$ cat src/rtl/line_word_streamer.sv
// line_word_streamer: captures a cache line and streams a wrapping word burst over valid/ready
//   Optional feature macro: LINE_WORD_STREAMER_ABORT_EN (adds i_abort)
//   i_clk, i_rst          clock, synchronous active-high reset
//   i_line_in             flattened line, word i at [i*DATA_WIDTH +: DATA_WIDTH]
//   i_start               request burst (honoured only when idle)
//   i_start_offset        first word index
//   i_burst_len           word count; 0 or > WORDS_PER_LINE means a full line
//   i_out_ready           consumer accepts current word
//   i_abort               (macro only) drop the burst in progress
//   o_busy, o_out_valid   burst in progress / word valid
//   o_out_data            current word
//   o_out_offset          index of current word
//   o_out_last            current word is the final one
//   o_done                one-cycle pulse after the final word is accepted
module line_word_streamer #(
    parameter int DATA_WIDTH     = 32,
    parameter int WORDS_PER_LINE = 16,
    parameter int OFFSET_WIDTH   = 4
) (
    input  logic                               i_clk,
    input  logic                               i_rst,
    input  logic [DATA_WIDTH*WORDS_PER_LINE-1:0] i_line_in,
    input  logic                               i_start,
    input  logic [OFFSET_WIDTH-1:0]            i_start_offset,
    input  logic [OFFSET_WIDTH:0]              i_burst_len,
    input  logic                               i_out_ready,
`ifdef LINE_WORD_STREAMER_ABORT_EN
    input  logic                               i_abort,
`endif
    output logic                               o_busy,
    output logic                               o_out_valid,
    output logic [DATA_WIDTH-1:0]              o_out_data,
    output logic [OFFSET_WIDTH-1:0]            o_out_offset,
    output logic                               o_out_last,
    output logic                               o_done
);
    typedef enum logic {S_IDLE, S_STREAM} state_t;
    localparam logic [OFFSET_WIDTH:0]   L_FULL = (OFFSET_WIDTH+1)'(WORDS_PER_LINE);
    localparam logic [OFFSET_WIDTH:0]   L_ONE  = (OFFSET_WIDTH+1)'(1);
    localparam logic [OFFSET_WIDTH-1:0] L_INC  = OFFSET_WIDTH'(1);
    state_t                            r_state, w_state_n;
    logic [DATA_WIDTH*WORDS_PER_LINE-1:0] r_line, w_line_n;
    logic [OFFSET_WIDTH-1:0]           r_idx, w_idx_n;
    logic [OFFSET_WIDTH:0]             r_rem, w_rem_n, w_len;
    logic                              r_done, w_done_n, w_abort;
`ifdef LINE_WORD_STREAMER_ABORT_EN
    assign w_abort = i_abort;
`else
    assign w_abort = 1'b0;
`endif
    assign w_len = (i_burst_len == '0 || i_burst_len > L_FULL) ? L_FULL : i_burst_len;
    always_comb begin
        w_state_n = r_state;
        w_line_n  = r_line;
        w_idx_n   = r_idx;
        w_rem_n   = r_rem;
        w_done_n  = 1'b0;
        if (r_state == S_IDLE) begin
            if (i_start) begin
                w_state_n = S_STREAM;
                w_line_n  = i_line_in;
                w_idx_n   = i_start_offset;
                w_rem_n   = w_len;
            end
        end else if (w_abort) begin
            // abort wins over a transfer on the same edge and produces no done pulse
            w_state_n = S_IDLE;
        end else if (i_out_ready) begin
            if (r_rem == L_ONE) begin
                w_state_n = S_IDLE;
                w_done_n  = 1'b1;
            end else begin
                w_idx_n = r_idx + L_INC;
                w_rem_n = r_rem - L_ONE;
            end
        end
    end
    always_ff @(posedge i_clk) begin
        if (i_rst) begin
            r_state <= S_IDLE;
            r_line  <= '0;
            r_idx   <= '0;
            r_rem   <= '0;
            r_done  <= 1'b0;
        end else begin
            r_state <= w_state_n;
            r_line  <= w_line_n;
            r_idx   <= w_idx_n;
            r_rem   <= w_rem_n;
            r_done  <= w_done_n;
        end
    end
    // data comes only from the captured line, never from i_line_in
    assign o_out_data   = r_line[r_idx*DATA_WIDTH +: DATA_WIDTH];
    assign o_busy       = (r_state == S_STREAM);
    assign o_out_valid  = o_busy;
    assign o_out_offset = r_idx;
    assign o_out_last   = o_busy && (r_rem == L_ONE);
    assign o_done       = r_done;
endmodule

$ cat config.mk
export PLATFORM = sky130hd
export DESIGN_NAME = line_word_streamer
export DESIGN_NICKNAME = d
export VERILOG_FILES = /design/src/rtl/line_word_streamer.sv
export SDC_FILE = /design/constraint.sdc
export NUM_CORES = 1
export LEC_CHECK = 0
export CELL_PAD_IN_SITES_DETAIL_PLACEMENT = 0
export CELL_PAD_IN_SITES_GLOBAL_PLACEMENT = 1
export CORE_MARGIN = 2
export CORE_UTILIZATION = 36
export DETAILED_ROUTE_END_ITERATION = 8
export GPL_TIMING_DRIVEN = 0
export PLACE_DENSITY_LB_ADDON = 0.2
export SLEW_MARGIN = 10
export SYNTH_ARGS = -nofsm -noshare
export SYNTH_HDL_FRONTEND = slang
export SYNTH_SLANG_ARGS = --single-unit
$ cat constraint.sdc
create_clock -name i_clk -period 2.1 [get_ports i_clk]
set_clock_uncertainty 0.15 [all_clocks]
set_input_delay 0.21 -clock i_clk [delete_from_list [all_inputs] [get_ports i_clk]]
set_output_delay 0.21 -clock i_clk [all_outputs]
set_load 0.005 [all_outputs]
# After elaboration in Yosys (flattened, before gate mapping)
# Cells that the tools add are included.
# Widths: inputs -> output; s select.
dict set report totals {
  regBits 523
  in_bits 525
  word_cells 35
}
dict set report op_classes {
  add_sub_neg 2
  magnitude_cmp 1
  eq_ne 3
  shift 1
  mux 14
  bitwise_logic 2
  n_reduce_logical 7
}
# operator n
set op_table {}
lappend op_table {{$shiftx 512x10->32} 1}
lappend op_table {{$mux 5} 5}
lappend op_table {{$mux 4} 4}
lappend op_table {{$eq 5x1->1 const B} 1}
lappend op_table {{$gt 5x5->1 const B} 1}
lappend op_table {{$logic_not 5->1} 1}
lappend op_table {{$mux 1} 5}
lappend op_table {{$sub 5x1->5 const B} 1}
lappend op_table {{$add 4x1->4 const B} 1}
lappend op_table {{$ne 2x2->1 const B} 2}
lappend op_table {{$reduce_and 3->1} 1}
lappend op_table {{$reduce_or 3->1} 1}
lappend op_table {{$not 1->1} 2}
lappend op_table {{$reduce_and 2->1} 1}
lappend op_table {{$reduce_bool 2->1} 1}
lappend op_table {{$logic_and 1x1->1} 1}
lappend op_table {{$logic_or 1x1->1} 1}

# Depth between registers and ports, before layout
# Gate-level depths: netlist (run 1).
dict set report logic_depth {
  ltp_word 5
  depth_mapped 7
  ltp_nobuf 6
}

# Worst setup path before layout (run 1)
# No wires, ideal clock.
dict set report synth_path {
  kind {register to output}
  start {reg r_idx[0] (netlist: o_out_offset[0])}
  end {out o_out_data[16]}
  arrival_time_ns 1.575
  path_slack_ns 0.165
  stages_incl_launch_ff 7
  path_buffers 3
  cell_sequence {dfxtp_1 -> buf_2 -> buf_6 -> buf_6 -> mux4_2 -> a22oi_1 -> nand2_1}
}
dict set report synth_via {
  elab_chain_len 1
}
# element line_no
set synth_lines {}
lappend synth_lines {{from (decl)} 43} ;# logic [OFFSET_WIDTH-1:0] r_idx, w_idx_n;
lappend synth_lines {{from (signal assigned)} 88} ;# r_idx <= w_idx_n;
lappend synth_lines {{$shiftx 512x10->32} 94} ;# assign o_out_data = r_line[r_idx*DATA_WIDTH +: DATA_WIDTH];
lappend synth_lines {{to (decl)} 32} ;# output logic [DATA_WIDTH-1:0] o_out_data,
# Every way passes these cells.

# Worst setup path after layout (run 1)
dict set report layout_path {
  start {reg r_idx[0] (netlist: o_out_offset[0])}
  end {out o_out_data[17]}
}
# The elaborated chain is that of the path after synthesis.

==> results of run 1 <==
## state kept, by name (all words and copies together) (netlist names)
register and count:
o_done 1, r_line 512, o_out_offset 4, r_rem 5, o_busy 1
## logic make-up (layout without fill, tap and decap cells)
group / count (synthesis) / after routing / share of synthesized area
XOR/XNOR: 1 / 1 / 0.000402
flip-flops: 523 / 523 / 0.481
multiplexers: 129 / 129 / 0.133
adder cells (fa/ha/maj): 4 / 4 / 0.00230
other: 0 / 4 / 0
buffers and inverters: 226 / 1008 / 0.0456
AND/OR/NAND/NOR: 1090 / 1090 / 0.191
AO/OA/AOI/OAI: 601 / 601 / 0.147
## cells in the mapped netlist
| master | n |
|---|---|
| buf_4 | 2 |
| a22o_1 | 1 |
| ha_1 | 4 |
| nor3_1 | 4 |
| a31oi_1 | 3 |
| buf_2 | 61 |
| xor2_1 | 1 |
| nor2_1 | 10 |
| a211oi_1 | 4 |
| a221oi_1 | 1 |
| buf_1 | 21 |
| or4_1 | 1 |
| inv_1 | 6 |
| a22oi_1 | 65 |
| nor4b_2 | 1 |
| a21oi_2 | 1 |
| buf_6 | 8 |
| o211ai_1 | 1 |
| nand4_1 | 1 |
| mux2i_1 | 1 |
| nand2_1 | 1059 |
| a21oi_1 | 519 |
| and2_1 | 3 |
| o32ai_1 | 1 |
| nor4b_1 | 1 |
| dfxtp_1 | 523 |
| nand3_1 | 2 |
| nor2b_1 | 4 |
| o21ai_0 | 2 |
| nand2b_1 | 2 |
| or4b_1 | 1 |
| or3b_2 | 1 |
| o21ai_1 | 3 |
| mux4_2 | 128 |
| clkbuf_1 | 128 |
## cell usage in the layout (no fill, tap or decap), types with 47 or more instances in the layout
cell type	instances
nand2_1	1041
clkdlybuf4s50_1	530
a21oi_1	519
dfxtp_1	516
mux4_2	128
clkbuf_1	85
buf_2	71
clkbuf_16	57
clkbuf_2	56
dlygate4sd3_1	53
buf_4	47
## worst max-delay path by stage
| stage | cells past startpoint | start | end | slack [ns] |
|---|---|---|---|---|
| after floorplan | 6 | o_out_offset[0]$_SDFFE_PP0P_ | o_out_data[16] | 0.16 |
| after global placement | 6 | o_out_offset[1]$_SDFFE_PP0P_ | o_out_data[19] | -1.70 |
| after detailed placement | 6 | o_out_offset[1]$_SDFFE_PP0P_ | o_out_data[19] | -1.69 |
| after CTS | 9 | o_out_offset[0]$_SDFFE_PP0P_ | o_out_data[8] | -1.02 |
| after global routing | 7 | o_out_offset[0]$_SDFFE_PP0P_ | o_out_data[28] | -0.98 |
| final | 7 | o_out_offset[0]$_SDFFE_PP0P_ | o_out_data[17] | -0.97 |
## worst register-to-register path, cell delays in order (launching register included)
cell      delay [ns]
dfxtp_2         0.40
nand2b_1        0.12
buf_2           0.27
buf_2           0.41
clkbuf_2        0.35
nand2_1         0.09
a21oi_1         0.15
## layer usage
| metal | wire [um] | up-vias | GRT usage |
|---|---|---|---|
| met5 | 7 | - | 0 |
| met2 | 49100 | 839 | 0.535 |
| li1 | - | 10200 | - |
| met3 | 6960 | 149 | 0.0543 |
| met4 | 3360 | 2 | 0.113 |
| met1 | 40800 | 10700 | 0.392 |
## metrics by stage
step,setup TNS (ns),cells
floorplan,0,2574
global placement,-343.18,3919
global route,-28.68,4141
finish,-27.68,4142
CTS,-29.64,4123
detailed placement,-347.33,3919
## power by group through the flow
stage | clock network (mW) | registers [mW] | logic, mW
floorplan | 0 | 10.9 | 2.04
global placement | 0 | 11.0 | 4.37
detailed placement | 0 | 11.1 | 4.40
CTS | 10.3 | 10.9 | 4.91
global route | 10.7 | 10.9 | 5.27
finish | 10.2 | 10.9 | 4.99
## layout make-up
| type | count | area (um2) | area share |
|---|---|---|---|
| Multi-Input combinational cell | 1825 | 10600 | 0.330 |
| Sequential cell | 523 | 10500 | 0.327 |
| Timing Repair Buffer | 683 | 6840 | 0.213 |
| Clock buffer | 86 | 1690 | 0.0525 |
| Buffer | 217 | 1260 | 0.0394 |
| Tap cell | 782 | 978 | 0.0305 |
| Clock inverter | 16 | 210 | 0.00655 |
| Inverter | 6 | 22.5 | 0.000702 |
| Antenna cell | 4 | 10.0 | 0.000312 |
## timing repair
item                                   in CTS  in global routing
setup endpoints to repair                 518                272
hold buffers                               53                  0
endpoints found under the hold margin      53                  0
pin swaps                                  60                 46
gates cloned                                5                  0
gates resized for setup                   347                 86
setup buffers                              45                 21
==> flow_summary_export.csv, run 1 <==
group,metric,value,unit
outcome,status,"finished, violations left",
outcome,violations,"setup timing",
worst_setup_path,crit_path_cell_trace,"buf_12, buf_16, buf_12, mux4_2, a22oi_2, nand2_2, buf_6",
grt,grt-ovfl-total,0,
synthesis,mappedNetlistArea,0.0218,mm2
die,die_y,250,um
grt,grtUsageTotal,0.311,
worst_setup_path,crit_slowest_cell,"mux4_2",
grt,antenna_found_initial,5,
pwr,power.leakage,12.0,nW
layout,fin_area,0.0321,mm2
timing,clock.fmax,326,MHz
clocking,clock_path_buffers,3,
grt,grt_first_pass_wirelength,142,mm
timing,post-route-period-util,1.46,
timing,layout_setup_ws,-0.965,ns
pwr,internal-power,19.0,mW
worst_setup_path,crit_arrival,2.71,ns
worst_setup_path,critPathBufInv,4,
die,rows,90,
synthesis,synth.distinct_cells,35,
synthesis,syn_inst,2574,
hold_path,min_path_cells,3,
die,start_util,0.363,
pwr,p_switching,7.04,mW
synthesis,synthTopCellsByArea,"dfxtp_1 (48%), nand2_1 (18%), mux4_2 (13%)",
synthesis,synth_fp_nets,3103,
worst_setup_path,path_delay_family,"buffers and inverters",
clocking,cts_root_buffer,"clkbuf_16",
synthesis,ys_warn_count,0,
job,maxCapViolations,0,
routing,via_per_inst,5.28,
synthesis,yosysTopAreaCell,"dfxtp_1",
layout,n_fill_cell,5645,
pwr,ir_worst_vdd,0.584,mV
worst_setup_path,r2r_end,"r_line[133]$_SDFFE_PP0P_",
timing,slew_violations,0,
placement,gp_congestion,0.921,
worst_setup_path,cpPeakStageDelay,0.54,ns
pwr,seqPwrFrac,0.417,
routing,drt-total-wl,100,mm
layout,utilization,0.535,
worst_setup_path,cp_max_fo,8,
placement,port_buffers,563,
clocking,htree_levels,2,
routing,ant_nets,0,
timing,rsz0062_at_grt,"true",
worst_setup_path,rrSetupSlack,0.09,ns
layout,drive_above_1_share,0.159,
synthesis,ys_seq_area_frac,0.481,
die,dieWidth,250,um
pwr,pwr-share-clk,0.392,
pwr,powerDensity,813,mW/mm2
placement,pre_cts_slack,-1.69,ns
layout,area.growth.synth_to_final,47.4,%
worst_setup_path,critical_path_class,"flip-flop to output port",
routing,drc,0,
routing,vias,21900,
worst_setup_path,rr_startpoint,"o_busy$_SDFF_PP0_",
timing,maxSlewHeadroom,0.294,
worst_setup_path,cp.required,1.74,ns
hold_path,hp-start,"i_line_in[500]",
grt,grt_max_degree,15,
pwr,p_total,26.1,mW
synthesis,avgSynthCellArea,8.46,um2
routing,dr.pass1.iters,5,
pwr,comb_power_share,0.191,
layout,nets,3841,
worst_setup_path,cp_common_cell,"buf_12",
worst_setup_path,worstSetupStartpointType,"flip-flop",
grt,first_global_vias,21900,
clocking,clock_latency,0.61,ns
placement,dpl.hpwl,78.7,mm
hold_path,worstHoldPathType,"input port to flip-flop",
routing,wl_per_cell,24.2,um
clocking,cts_tree,"yes",
routing,drtIter0Drc,1551,
placement,dpl_cell_area,0.0284,mm2
timing,setup_viol,33,
pwr,power_switching_share,0.270,
hold_path,min_to,"r_line[500]$_SDFFE_PP0P_",
timing,min_period,3.07,ns
worst_setup_path,r2r_cells,6,
timing,hold_viol,0,
die,fp.dieArea,0.0625,mm2
worst_setup_path,end_kind,"output port",
clocking,cts_buffers,56,
clocking,cts.clk_slew.worst_paths,0.06,ns
clocking,cts_sinks,523,
die,core_area,0.0600,mm2
synthesis,synth.top_cell.area_share,0.481,
timing,worst_slew_pin_slew,1.06,ns
die,pin_count,565,
timing,hold-worst-slack,0.00962,ns
synthesis,postSynthRegisterBits,523,
Note: power is estimated with default switching activity, not from simulation.
==> run 2, diff against run 1 <==
==> constraint.sdc (replaced) <==
create_clock -name i_clk -period 2.1 [get_ports i_clk]
set_clock_uncertainty 0.15 [all_clocks]
set_input_delay 0.42 -clock i_clk [delete_from_list [all_inputs] [get_ports i_clk]]
set_output_delay 0.42 -clock i_clk [all_outputs]
set_load 0.005 [all_outputs]
==> flow_summary_export.csv, run 2 (same netlist as run 1, synthesis figures left out) <==
group,metric,value,unit
outcome,status,"finished, violations left",
outcome,violations,"setup timing",
die,fp.dieArea,0.0625,mm2
pwr,power.leakage,11.8,nW
routing,dr.pass1.iters,7,
die,dieWidth,250,um
clocking,cts_root_buffer,"clkbuf_16",
grt,grt-ovfl-total,0,
placement,gp_congestion,0.926,
layout,top_register,"r_line",
hold_path,worstHoldPathType,"input port to flip-flop",
layout,n_fill_cell,5699,
hold_path,min_path_cells,3,
routing,ant_nets,0,
pwr,powerDensity,819,mW/mm2
timing,rsz0062_at_grt,"true",
die,rows,90,
timing,clock.fmax,298,MHz
placement,dpl.hpwl,78.5,mm
timing,layout_setup_ws,-1.26,ns
grt,grtUsageTotal,0.312,
placement,port_buffers,563,
clocking,cts_tree,"yes",
placement,pre_cts_slack,-1.91,ns
timing,fin_tns_setup,-36.79,ns
die,start_util,0.363,
worst_setup_path,critical_path_class,"flip-flop to output port",
timing,post-route-period-util,1.60,
clocking,cts.clk_slew.worst_paths,0.06,ns
grt,grt_first_pass_wirelength,142,mm
grt,antenna_found_initial,6,
pwr,p_total,25.8,mW
clocking,hold_buffers,0,
routing,drtIter0Drc,1588,
clocking,htree_levels,2,
timing,hold-worst-slack,0.197,ns
routing,vias,21600,
timing,slew_violations,0,
die,die_y,250,um
worst_setup_path,path_delay_family,"buffers and inverters",
hold_path,min_to,"r_line[98]$_SDFFE_PP0P_",
worst_setup_path,rrSetupSlack,0.10,ns
hold_path,hp-start,"i_line_in[98]",
clocking,cts_buffers,56,
timing,worst_slew_pin_slew,0.904,ns
worst_setup_path,r2r_end,"r_line[322]$_SDFFE_PP0P_",
worst_setup_path,cp.required,1.53,ns
worst_setup_path,r2r_cells,6,
grt,first_global_vias,21900,
timing,min_period,3.36,ns
grt,grt_max_degree,15,
clocking,clock_path_buffers,3,
routing,via_per_inst,5.30,
pwr,ir_worst_vdd,0.691,mV
layout,largest_reg_flops,512,
worst_setup_path,worstSetupStartpointType,"flip-flop",
layout,final_cell_mix,"nand2_1 (1,038), clkdlybuf4s50_1 (525), a21oi_1 (519)",
worst_setup_path,critPathBufInv,5,
layout,nets,3786,
routing,drt-total-wl,100,mm
clocking,cts_sinks,523,
worst_setup_path,end_kind,"output port",
clocking,clock_latency,0.61,ns
worst_setup_path,crit_arrival,2.79,ns
timing,maxSlewHeadroom,0.397,
layout,area.growth.synth_to_final,44.9,%
timing,hold_viol,0,
timing,setup_viol,33,
routing,wl_per_cell,24.6,um
routing,drc,0,
layout,finalNonFillerCells,4082,
worst_setup_path,crit_path_cell_trace,"buf_12, buf_12, buf_12, buf_12, mux4_2, a22oi_2, nand2_2, buf_6",
worst_setup_path,crit_slowest_cell,"mux4_2",
die,pin_count,565,
layout,mostFrequentLayoutCell,"nand2_1",
worst_setup_path,rr_startpoint,"o_busy$_SDFF_PP0_",
die,core_area,0.0600,mm2
worst_setup_path,cp_max_fo,6,
job,maxCapViolations,0,
placement,dp_cells,3919,
layout,drive_above_1_share,0.161,
worst_setup_path,cpPeakStageDelay,0.51,ns
worst_setup_path,cp_common_cell,"buf_12",
run 2: per-layer routing:
layer / GRT usage / vias to the layer above / routed length (um)
li1: - / 10100 / -
met1: 0.388 / 10500 / 40300
met2: 0.543 / 906 / 49500
met3: 0.0556 / 153 / 7330
met4: 0.105 / 6 / 3230
met5: 0 / - / 41
run 2: how the worst max path moves through the flow:
stage,start,slack [ns],cells after the start,to
global placement,o_out_offset[1]$_SDFFE_PP0P_,-1.89,6,o_out_data[17]
CTS,o_out_offset[0]$_SDFFE_PP0P_,-1.24,8,o_out_data[14]
finish,o_out_offset[0]$_SDFFE_PP0P_,-1.26,8,o_out_data[14]
detailed placement,o_out_offset[1]$_SDFFE_PP0P_,-1.91,6,o_out_data[19]
global route,o_out_offset[0]$_SDFFE_PP0P_,-1.26,8,o_out_data[14]
floorplan,o_out_offset[0]$_SDFFE_PP0P_,0.005,6,o_out_data[0]
run 2: worst register-to-register path, stage by stage, from the launching register on:
cell,delay [ns]
dfxtp_4,0.37
nand2b_1,0.11
buf_2,0.31
buf_2,0.33
clkbuf_1,0.37
nand2_1,0.11
a21oi_1,0.16
run 2: through the flow:
step                      area, um2  utilization
after global placement        28400        0.474
after global routing          31500        0.525
after detailed placement      28400        0.474
after floorplan               21800            -
after CTS                     31400        0.523
final                         31500        0.525
run 2: what timing repair did:
item | CTS | global route
resized for setup | 370 | 46
pin swaps | 63 | 38
setup endpoints to repair | 521 | 231
gates cloned | 7 | 0
buffers inserted | 45 | 13
run 2: report_power, final:
group | switching (mW) | leakage, nW | internal (mW) | total [mW]
Sequential | 0.359 | 4.30 | 10.5 | 10.9
Clock | 4.13 | 0.907 | 5.90 | 10.0
Combinational | 2.55 | 6.58 | 2.37 | 4.92
Total | 7.03 | 11.8 | 18.8 | 25.8
run 2: layout make-up:
type | count | area [um2] | share of cell area
clock inverter | 17 | 228 | 0.00722
timing repair buffer | 627 | 6300 | 0.200
inverter | 6 | 26.3 | 0.000833
multi-input combinational | 1825 | 10600 | 0.336
sequential | 523 | 10500 | 0.333
tap | 782 | 978 | 0.0310
antenna | 5 | 12.5 | 0.000397
buffer | 218 | 1280 | 0.0405
clock buffer | 79 | 1610 | 0.0510
==> run 3, diff against run 2 <==
--- a/config.mk
+++ b/config.mk
@@ -12,7 +12,7 @@
 export DETAILED_ROUTE_END_ITERATION = 8
 export GPL_TIMING_DRIVEN = 0
 export PLACE_DENSITY_LB_ADDON = 0.2
-export SLEW_MARGIN = 10
+export SLEW_MARGIN = 5
 export SYNTH_ARGS = -nofsm -noshare
 export SYNTH_HDL_FRONTEND = slang
 export SYNTH_SLANG_ARGS = --single-unit
==> results of run 3 <==
Final layout, timing and power as in run 2 (identical DEF).
